$ cat src/rtl/mem_arbiter.sv
// Two-requester memory arbiter: fetch and LSU share one memory port,
// one transaction outstanding, LSU priority with bounded fetch starvation.
module mem_arbiter #(
  parameter int unsigned STARVE_LIMIT = 4
) (
  input  logic        i_clk,
  input  logic        i_reset,
  input  logic        i_if_req,
  input  logic [31:0] i_if_addr,
  output logic        o_if_gnt,
  output logic        o_if_rvalid,
  output logic [31:0] o_if_rdata,
  input  logic        i_ls_req,
  input  logic        i_ls_we,
  input  logic [31:0] i_ls_addr,
  input  logic [31:0] i_ls_wdata,
  input  logic [1:0]  i_ls_size,
  output logic        o_ls_gnt,
  output logic        o_ls_rvalid,
  output logic [31:0] o_ls_rdata,
  output logic        o_mem_req,
  output logic        o_mem_we,
  output logic [31:0] o_mem_addr,
  output logic [31:0] o_mem_wdata,
  output logic [1:0]  o_mem_size,
  input  logic        i_mem_ready,
  input  logic        i_mem_rvalid,
  input  logic [31:0] i_mem_rdata,
  output logic        o_busy
);

  localparam int unsigned CNT_W = (STARVE_LIMIT < 1) ? 1 : $clog2(STARVE_LIMIT + 1);
  localparam logic [CNT_W-1:0] CNT_MAX = CNT_W'(STARVE_LIMIT);
  localparam logic OWN_IF = 1'b0;
  localparam logic OWN_LS = 1'b1;
  localparam logic [1:0] SIZE_WORD = 2'b10;

  typedef enum logic [1:0] {
    IDLE = 2'd0,
    REQ  = 2'd1,
    WAIT = 2'd2
  } state_t;

  state_t           state;
  state_t           next_state;
  logic             owner;
  logic             cmd_we;
  logic [31:0]      cmd_addr;
  logic [31:0]      cmd_wdata;
  logic [1:0]       cmd_size;
  logic [CNT_W-1:0] starve_cnt;
  logic             ls_wins;

  // LSU has priority unless fetch has already been passed over STARVE_LIMIT times
  assign ls_wins = i_ls_req && !(i_if_req && (starve_cnt == CNT_MAX));

  // State register, command latch and starvation counter
  always_ff @(posedge i_clk) begin
    if (!i_reset) begin
      state      <= IDLE;
      owner      <= OWN_IF;
      cmd_we     <= 1'b0;
      cmd_addr   <= 32'h0;
      cmd_wdata  <= 32'h0;
      cmd_size   <= 2'b00;
      starve_cnt <= '0;
    end else begin
      state <= next_state;
      if (o_ls_gnt) begin
        owner     <= OWN_LS;
        cmd_we    <= i_ls_we;
        cmd_addr  <= i_ls_addr;
        cmd_wdata <= i_ls_wdata;
        cmd_size  <= i_ls_size;
        if (i_if_req && (starve_cnt != CNT_MAX)) starve_cnt <= starve_cnt + CNT_W'(1);
      end else if (o_if_gnt) begin
        owner      <= OWN_IF;
        cmd_we     <= 1'b0;
        cmd_addr   <= i_if_addr;
        cmd_wdata  <= 32'h0;
        cmd_size   <= SIZE_WORD;
        starve_cnt <= '0;
      end
    end
  end

  // Next-state and outputs; everything is held at zero while reset is asserted
  always_comb begin
    next_state  = state;
    o_if_gnt    = 1'b0;
    o_ls_gnt    = 1'b0;
    o_if_rvalid = 1'b0;
    o_if_rdata  = 32'h0;
    o_ls_rvalid = 1'b0;
    o_ls_rdata  = 32'h0;
    o_mem_req   = 1'b0;
    o_mem_we    = 1'b0;
    o_mem_addr  = 32'h0;
    o_mem_wdata = 32'h0;
    o_mem_size  = 2'b00;
    o_busy      = 1'b0;
    if (i_reset) begin
      o_busy = (state != IDLE);
      case (state)
        IDLE: begin
          if (ls_wins) begin
            o_ls_gnt   = 1'b1;
            next_state = REQ;
          end else if (i_if_req) begin
            o_if_gnt   = 1'b1;
            next_state = REQ;
          end
        end
        REQ: begin
          o_mem_req   = 1'b1;
          o_mem_we    = cmd_we;
          o_mem_addr  = cmd_addr;
          o_mem_wdata = cmd_wdata;
          o_mem_size  = cmd_size;
          if (i_mem_ready) next_state = cmd_we ? IDLE : WAIT;
        end
        WAIT: begin
          if (i_mem_rvalid) begin
            if (owner == OWN_LS) begin
              o_ls_rvalid = 1'b1;
              o_ls_rdata  = i_mem_rdata;
            end else begin
              o_if_rvalid = 1'b1;
              o_if_rdata  = i_mem_rdata;
            end
            next_state = IDLE;
          end
        end
        default: next_state = IDLE;
      endcase
    end
  end

endmodule
$ cat config.mk
export PLATFORM = sky130hd
export DESIGN_NAME = mem_arbiter
export DESIGN_NICKNAME = d
export VERILOG_FILES = /design/src/rtl/mem_arbiter.sv
export SDC_FILE = /design/constraint.sdc
export NUM_CORES = 1
export LEC_CHECK = 0
export ABC_AREA = 1
export CORE_MARGIN = 8
export CORE_UTILIZATION = 35
export CTS_CLUSTER_SIZE = 16
export DETAILED_ROUTE_END_ITERATION = 7
export PLACE_DENSITY = 0.78
export SYNTH_ARGS = -nofsm -noshare
export SYNTH_HDL_FRONTEND = slang
export SYNTH_SLANG_ARGS = --single-unit
$ cat constraint.sdc
create_clock -name i_clk -period 1.9 [get_ports i_clk]
set_input_delay 0.38 -clock i_clk [delete_from_list [all_inputs] [get_ports i_clk]]
set_output_delay 0.38 -clock i_clk [all_outputs]
set_load 0.05 [all_outputs]
==> run summary, run 1 <==
Syn Nets: 806
CTS max path bufs: 2
Dpl hpwl: 14.3 mm
Crit. End Element: output pin
Final Cycle Share: 110%
Drt pass-1 iters: 6
CTS root buf: clkbuf_16
Share of layout cells above drive strength 1: 40.0%
Top delay family on crit path: buffers and inverters
Initial Util: 35.3%
Commonest non-fill, non-tap cell in the layout: nand2_1
Worst-Margin Slew: 0.318 ns
Multi-input gate area: 2950 sq um
Cell mode on critical path: nor2_4
Post-Synthesis Cells: 667
# fillers: 640
DRT antenna net count: 0
Ys async rst share: 0%
Register area: 1470 sq um
Synth top area cells: dfxtp_1 (35%), nand2_1 (15%), nor2_1 (12%)
TritonCTS Buffers: 9
Path category of the worst min-delay check: register to register
Crit path time final: 2.08 ns
Pleak: 0.00384 uW
Worst hold margin: 0.461 ns
Cell Rows: 40
Finish-stage setup viols: 121
Peak per-stage delay on the critical path: 0.34 ns
Final Max Slew Viols: 0
Crit path max fanout: 8
Chip height: 125 um
Drt total wl: 23.7 mm
FMAX: 0.480 GHz
Post-synthesis sequential element count: 73
Peak supply drop: 0.425 mV
Critical path type: register to output pin
Via count: 5693
Max Cap Viol: 0
CP cell instances: inv_2, nor2_4, nand4_1, buf_6, buf_16, nor2_4, buf_12
CP startpoint kind: register
Htree depth: 3
Status: finished with violations
Final nets: 1085
Finished Cell Area: 9900 sq um
Data required, critical path: 1.52 ns
Sequential fraction of the synthesis area: 34.9%
WP data arrival: 1.70 ns
First-pass GRT wire length: 30.8 mm
Final setup margin: -0.182 ns
Slew headroom: 78.6%
Clk_skew: 0.00636 ns
Wirelength per Cell: 21.6 um
Largest area contributor in the netlist: dfxtp_1
IO Pins: 274
Syn. warnings: 0
Residual DRC: 0
Largest net degree at the start of global routing: 53
GPL Wtd Cong: 0.826
Clk Latency, worst-skew pair: 0.33 ns
Cts hold-fix bufs: 0
DIE AREA: 15700 sq um
Synth cell types: 26
Most frequent cells in the layout: nand2_1 (168), buf_12 (149), clkdlybuf4s50_1 (134), nor2_4 (75)
CP Buf/Inv Count: 4
Placed Instance Area: 8760 sq um
Port bufs: 273
Final Util: 83.4%
Post-synth top flop: dfxtp_1
Final hold violations: 0
Reg clk slew, reported paths: 0.06 ns
Synth top area share: 34.9%
Worst path slowest cell: dfxtp_2
Core area: 11900 sq um
Pre-CTS setup slack: -0.335 ns
P&R area growth vs syn: 136%
Total track usage: 24.7%
Failing checks: negative setup slack
Cell Pwr Density: 506 nW/um^2
Initial DRC count: 522
Die width: 125 um
Vias per std cell: 5.18
GRT Residual Overflow: 0
Initial antenna violation count: 1
RSZ-0062 raised after global routing: yes
Synth Cell Area: 4190 sq um
Synth Area per Inst: 6.28 sq um
Vias in the first global route: 5406
CTS sink count: 73
CTS tree: built
Post-synth EDFFs: 0
-- per-stage QoR --
stage	setup TNS, ns	instances	total power, uW
after floorplan	-3.06	667	2450
after global placement	-31.68	1066	3090
after detailed placement	-36.89	1066	3120
after CTS	-1.78	1088	4840
after global routing	-13.93	1098	5190
final	-7.38	1098	5010
-- per-layer routing --
metal,track usage [%],share of wire (%)
met3,8.67,8.9
met4,6.88,4.2
met5,0,0
met2,44.5,51
met1,26.7,36
-- report_power, final --
group	internal (uW)	total, uW	switching, uW
sequential	1650	1720	69.5
clock	1000	1680	674
combinational	761	1610	850
total	3420	5010	1590
-- final cells by class --
type	instances	share of cell area, %
clock buffers	9	2.28
clock inverters	6	0.607
flip-flops and latches	73	14.8
repair buffers	320	48.5
multi-input cells	492	29.8
inverters	50	2.12
diodes	1	0.0253
well taps	147	1.86
-- repair_timing --
| action | in CTS | in global routing |
|---|---|---|
| cloned | 4 | 7 |
| gates resized for setup | 86 | 58 |
| buffers inserted | 3 | 2 |
| endpoints found under the setup margin | 137 | 133 |
| pin swaps | 5 | 11 |
-- cells in the mapped netlist (2+ instances only) --
library cell  instances
o31ai_1               2
dfxtp_1              73
o21ai_1              20
clkbuf_2              2
or2_2                31
a21oi_1              70
nand4_1               2
o21bai_1             31
o21ai_0              14
ha_1                  2
nand2_1             170
clkbuf_1             13
inv_1                48
nor2_1              139
buf_6                 8
nor2_4                2
nand3_1               4
buf_2                28
-- state kept, by name (all words and copies together) (netlist names) --
register    cells
cmd_addr       32
cmd_size        2
cmd_wdata      32
cmd_we          1
owner           1
starve_cnt      3
state           2
-- worst paths after layout --
kind	startpoint	to	slack [ns]	cells after the start
worst max register to register	state[1]	cmd_we	0.15	8
worst max-delay path	state[1]	o_if_rdata[30]	-0.18	7
worst min-delay path	cmd_wdata[30]	cmd_wdata[30]	0.46	2
worst min register to register	cmd_wdata[30]	cmd_wdata[30]	0.46	2
-- worst min-delay path: cells and delay by family (launching register included) --
| kind | cells | cell delay, ns |
|---|---|---|
| flops | 1 | 0.31 |
| simple gates | 1 | 0.06 |
| compound gates | 1 | 0.05 |
-- cells by family after synthesis --
family	share of synthesized area, %
compound gates	18.5
xor+xnor	0.209
fa+ha+maj	0.597
buf+inv	11.6
flops	34.9
simple gates	34.2
Power figures use the tool's default switching activity.
==> inputs of run 2 (changes only) <==
--- a/config.mk
+++ b/config.mk
@@ -8,9 +8,10 @@
 export ABC_AREA = 1
 export CORE_MARGIN = 8
 export CORE_UTILIZATION = 35
+export CTS_CLUSTER_DIAMETER = 50
 export CTS_CLUSTER_SIZE = 16
 export DETAILED_ROUTE_END_ITERATION = 7
-export PLACE_DENSITY = 0.78
+export PLACE_DENSITY = 0.81
 export SYNTH_ARGS = -nofsm -noshare
 export SYNTH_HDL_FRONTEND = slang
 export SYNTH_SLANG_ARGS = --single-unit
==> run summary, run 2 (synthesis gave the netlist of run 1 again) <==
Status: finished with violations
Failing checks: negative setup slack
Dpl hpwl: 14.9 mm (+4.0%)
Pleak: 0.00387 uW (+0.68%)
DRT antenna net count: 0 (unchanged)
Non-filler cells, final: 1102 (+0.36%)
Final Max Slew Viols: 0 (unchanged)
WP data arrival: 1.65 ns (-0.05 ns)
Drt pass-1 iters: 5 (-1)
Hold-critical path depth: 2 (unchanged)
FMAX: 0.494 GHz (+2.8%)
Peak per-stage delay on the critical path: 0.34 ns (about the same)
RSZ-0062 raised after global routing: yes
Pre-CTS setup slack: -0.276 ns (+0.0587 ns)
Final TNS setup: -3.64 ns (+3.74 ns)
Number of cells on the critical path: 7 (unchanged)
Reg2reg path depth: 8 (unchanged)
Crit. End Element: output pin
DIE AREA: 15700 sq um (unchanged)
Pint: 3550 uW (+3.8%)
Most frequent cells in the layout: nand2_1 (169), buf_12 (151), clkdlybuf4s50_1 (134), nor2_4 (71)
Die width: 125 um (unchanged)
Part of the power in registers: 33.6% (-0.8 points)
CP startpoint kind: register
Placed Instance Area: 8870 sq um (+1.3%)
Cell mode on critical path: nor2_4
CTS max path bufs: 2 (unchanged)
CTS tree: built
Max Cap Viol: 0 (unchanged)
CTS sink count: 73 (unchanged)
Combinational power share: 30.6% (-1.6 points)
TritonCTS Buffers: 9 (unchanged)
Share of layout cells above drive strength 1: 40.2% (+0.21 points)
Core area: 11900 sq um (unchanged)
Slew headroom: 83.0% (+4.4 points)
Final setup margin: -0.126 ns (+0.0563 ns)
Via count: 5734 (+0.72%)
Wirelength per Cell: 21.1 um (-2.3%)
Port bufs: 273 (unchanged)
Psw: 1580 uW (-0.96%)
Vias per std cell: 5.20 (+0.35%)
Residual DRC: 0 (unchanged)
Commonest non-fill, non-tap cell in the layout: nand2_1
Clk Latency, worst-skew pair: 0.33 ns (about the same)
# fillers: 621 (-3.0%)
Final nets: 1089 (+0.37%)
First-pass GRT wire length: 31.0 mm (+0.85%)
Worst path slowest cell: dfxtp_2
Initial antenna violation count: 0 (-1)
Crit path time final: 2.03 ns (-0.0563 ns)
Total track usage: 24.6% (-0.083 points)
CP cell instances: inv_2, nor2_4, nand4_1, buf_6, clkbuf_16, nor2_4, buf_12
GRT Residual Overflow: 0 (unchanged)
Top delay family on crit path: buffers and inverters
Reg clk slew, reported paths: 0.06 ns (about the same)
Total power: 5130 uW (+2.3%)
Largest net degree at the start of global routing: 53 (unchanged)
Net Sw Frac: 30.8% (-1.0 points)
Cell Pwr Density: 517 nW/um^2 (+2.1%)
Final hold violations: 0 (unchanged)
Cts hold-fix bufs: 0 (unchanged)
IO Pins: 274 (unchanged)
N_diodes: 0 (-1)
Path category of the worst min-delay check: register to register
Vias in the first global route: 5565 (+2.9%)
P&R area growth vs syn: 136%
Cell Rows: 40 (unchanged)
Clock power frac: 35.7% (+2.3 points)
Multi-input gate area: 2930 sq um (-0.68%)
Chip height: 125 um (unchanged)
Finished Cell Area: 9910 sq um (+0.16%)
Cells after DPL: 1074 (+0.75%)
Register area: 1470 sq um (unchanged)
Peak supply drop: 0.502 mV (+18%)
Drt total wl: 23.2 mm (-1.9%)
Final Cycle Share: 107% (-3.0 points)
Finish-stage setup viols: 70 (-42%)
Critical path type: register to output pin
Initial Util: 35.3% (unchanged)
Clk_skew: 0.00961 ns (+0.00324 ns)
Worst-Margin Slew: 0.255 ns (-0.0634 ns)
CTS root buf: clkbuf_16
Initial DRC count: 332 (-36%)
Data required, critical path: 1.52 ns (about the same)
GPL Wtd Cong: 0.866 (+4.9%)
CP Buf/Inv Count: 4 (unchanged)
Largest registers: cmd_addr (32), cmd_wdata (32), starve_cnt (3)
Htree depth: 3 (unchanged)
Crit path max fanout: 8 (unchanged)
[run 2: final timing paths]
path | start | end | slack (ns)
hold / removal | cmd_wdata[13] | cmd_wdata[13] | 0.46
setup / recovery | state[1] | o_if_rdata[2] | -0.13
setup reg to reg | state[1] | cmd_wdata[2] | 0.21
hold reg to reg | cmd_wdata[13] | cmd_wdata[13] | 0.46
[run 2: layer usage]
metal  global-route usage [%]  up-vias  wire, um
met5                        0        -         0
met4                     8.09        0       851
met3                     8.07       54      1850
met2                     44.0      312     12000
met1                     26.8     2730      8500
li1                         -     2638         -
[run 2: power by group through the flow]
stage / Combinational [uW] / Sequential, uW / Clock (uW)
floorplan: 717 / 1730 / 0
global placement: 1390 / 1740 / 0
detailed placement: 1410 / 1750 / 0
CTS: 1460 / 1720 / 1830
global route: 1660 / 1730 / 1930
finish: 1570 / 1720 / 1830
[run 2: repair_timing]
action,in CTS,in global routing
setup endpoints to repair,136,135
resized for setup,83,52
pin swaps,5,7
setup buffers,3,1
cloned,3,6
[run 2: metrics by stage]
stage               utilization (%)  hold WS (ns)
finish                         83.6         0.463
floorplan                         -         0.439
CTS                            80.6         0.458
detailed placement             74.7         0.449
global route                   83.6         0.481
global placement               74.7         0.443
[run 2: area by class of cell]
class / instances / area share [%]
timing repair buffer: 324 / 48.6
inverter: 50 / 2.02
clock inverter: 7 / 0.947
multi-input combinational: 492 / 29.6
tap: 147 / 1.86
sequential: 73 / 14.8
clock buffer: 9 / 2.27
[run 2: tightest hold or removal path, delay by kind of cell, from the launching register on]
kind	cells	cell delay, ns
and+or+nand+nor	1	0.06
AOI/OAI and AO/OA	1	0.05
DFF	1	0.31
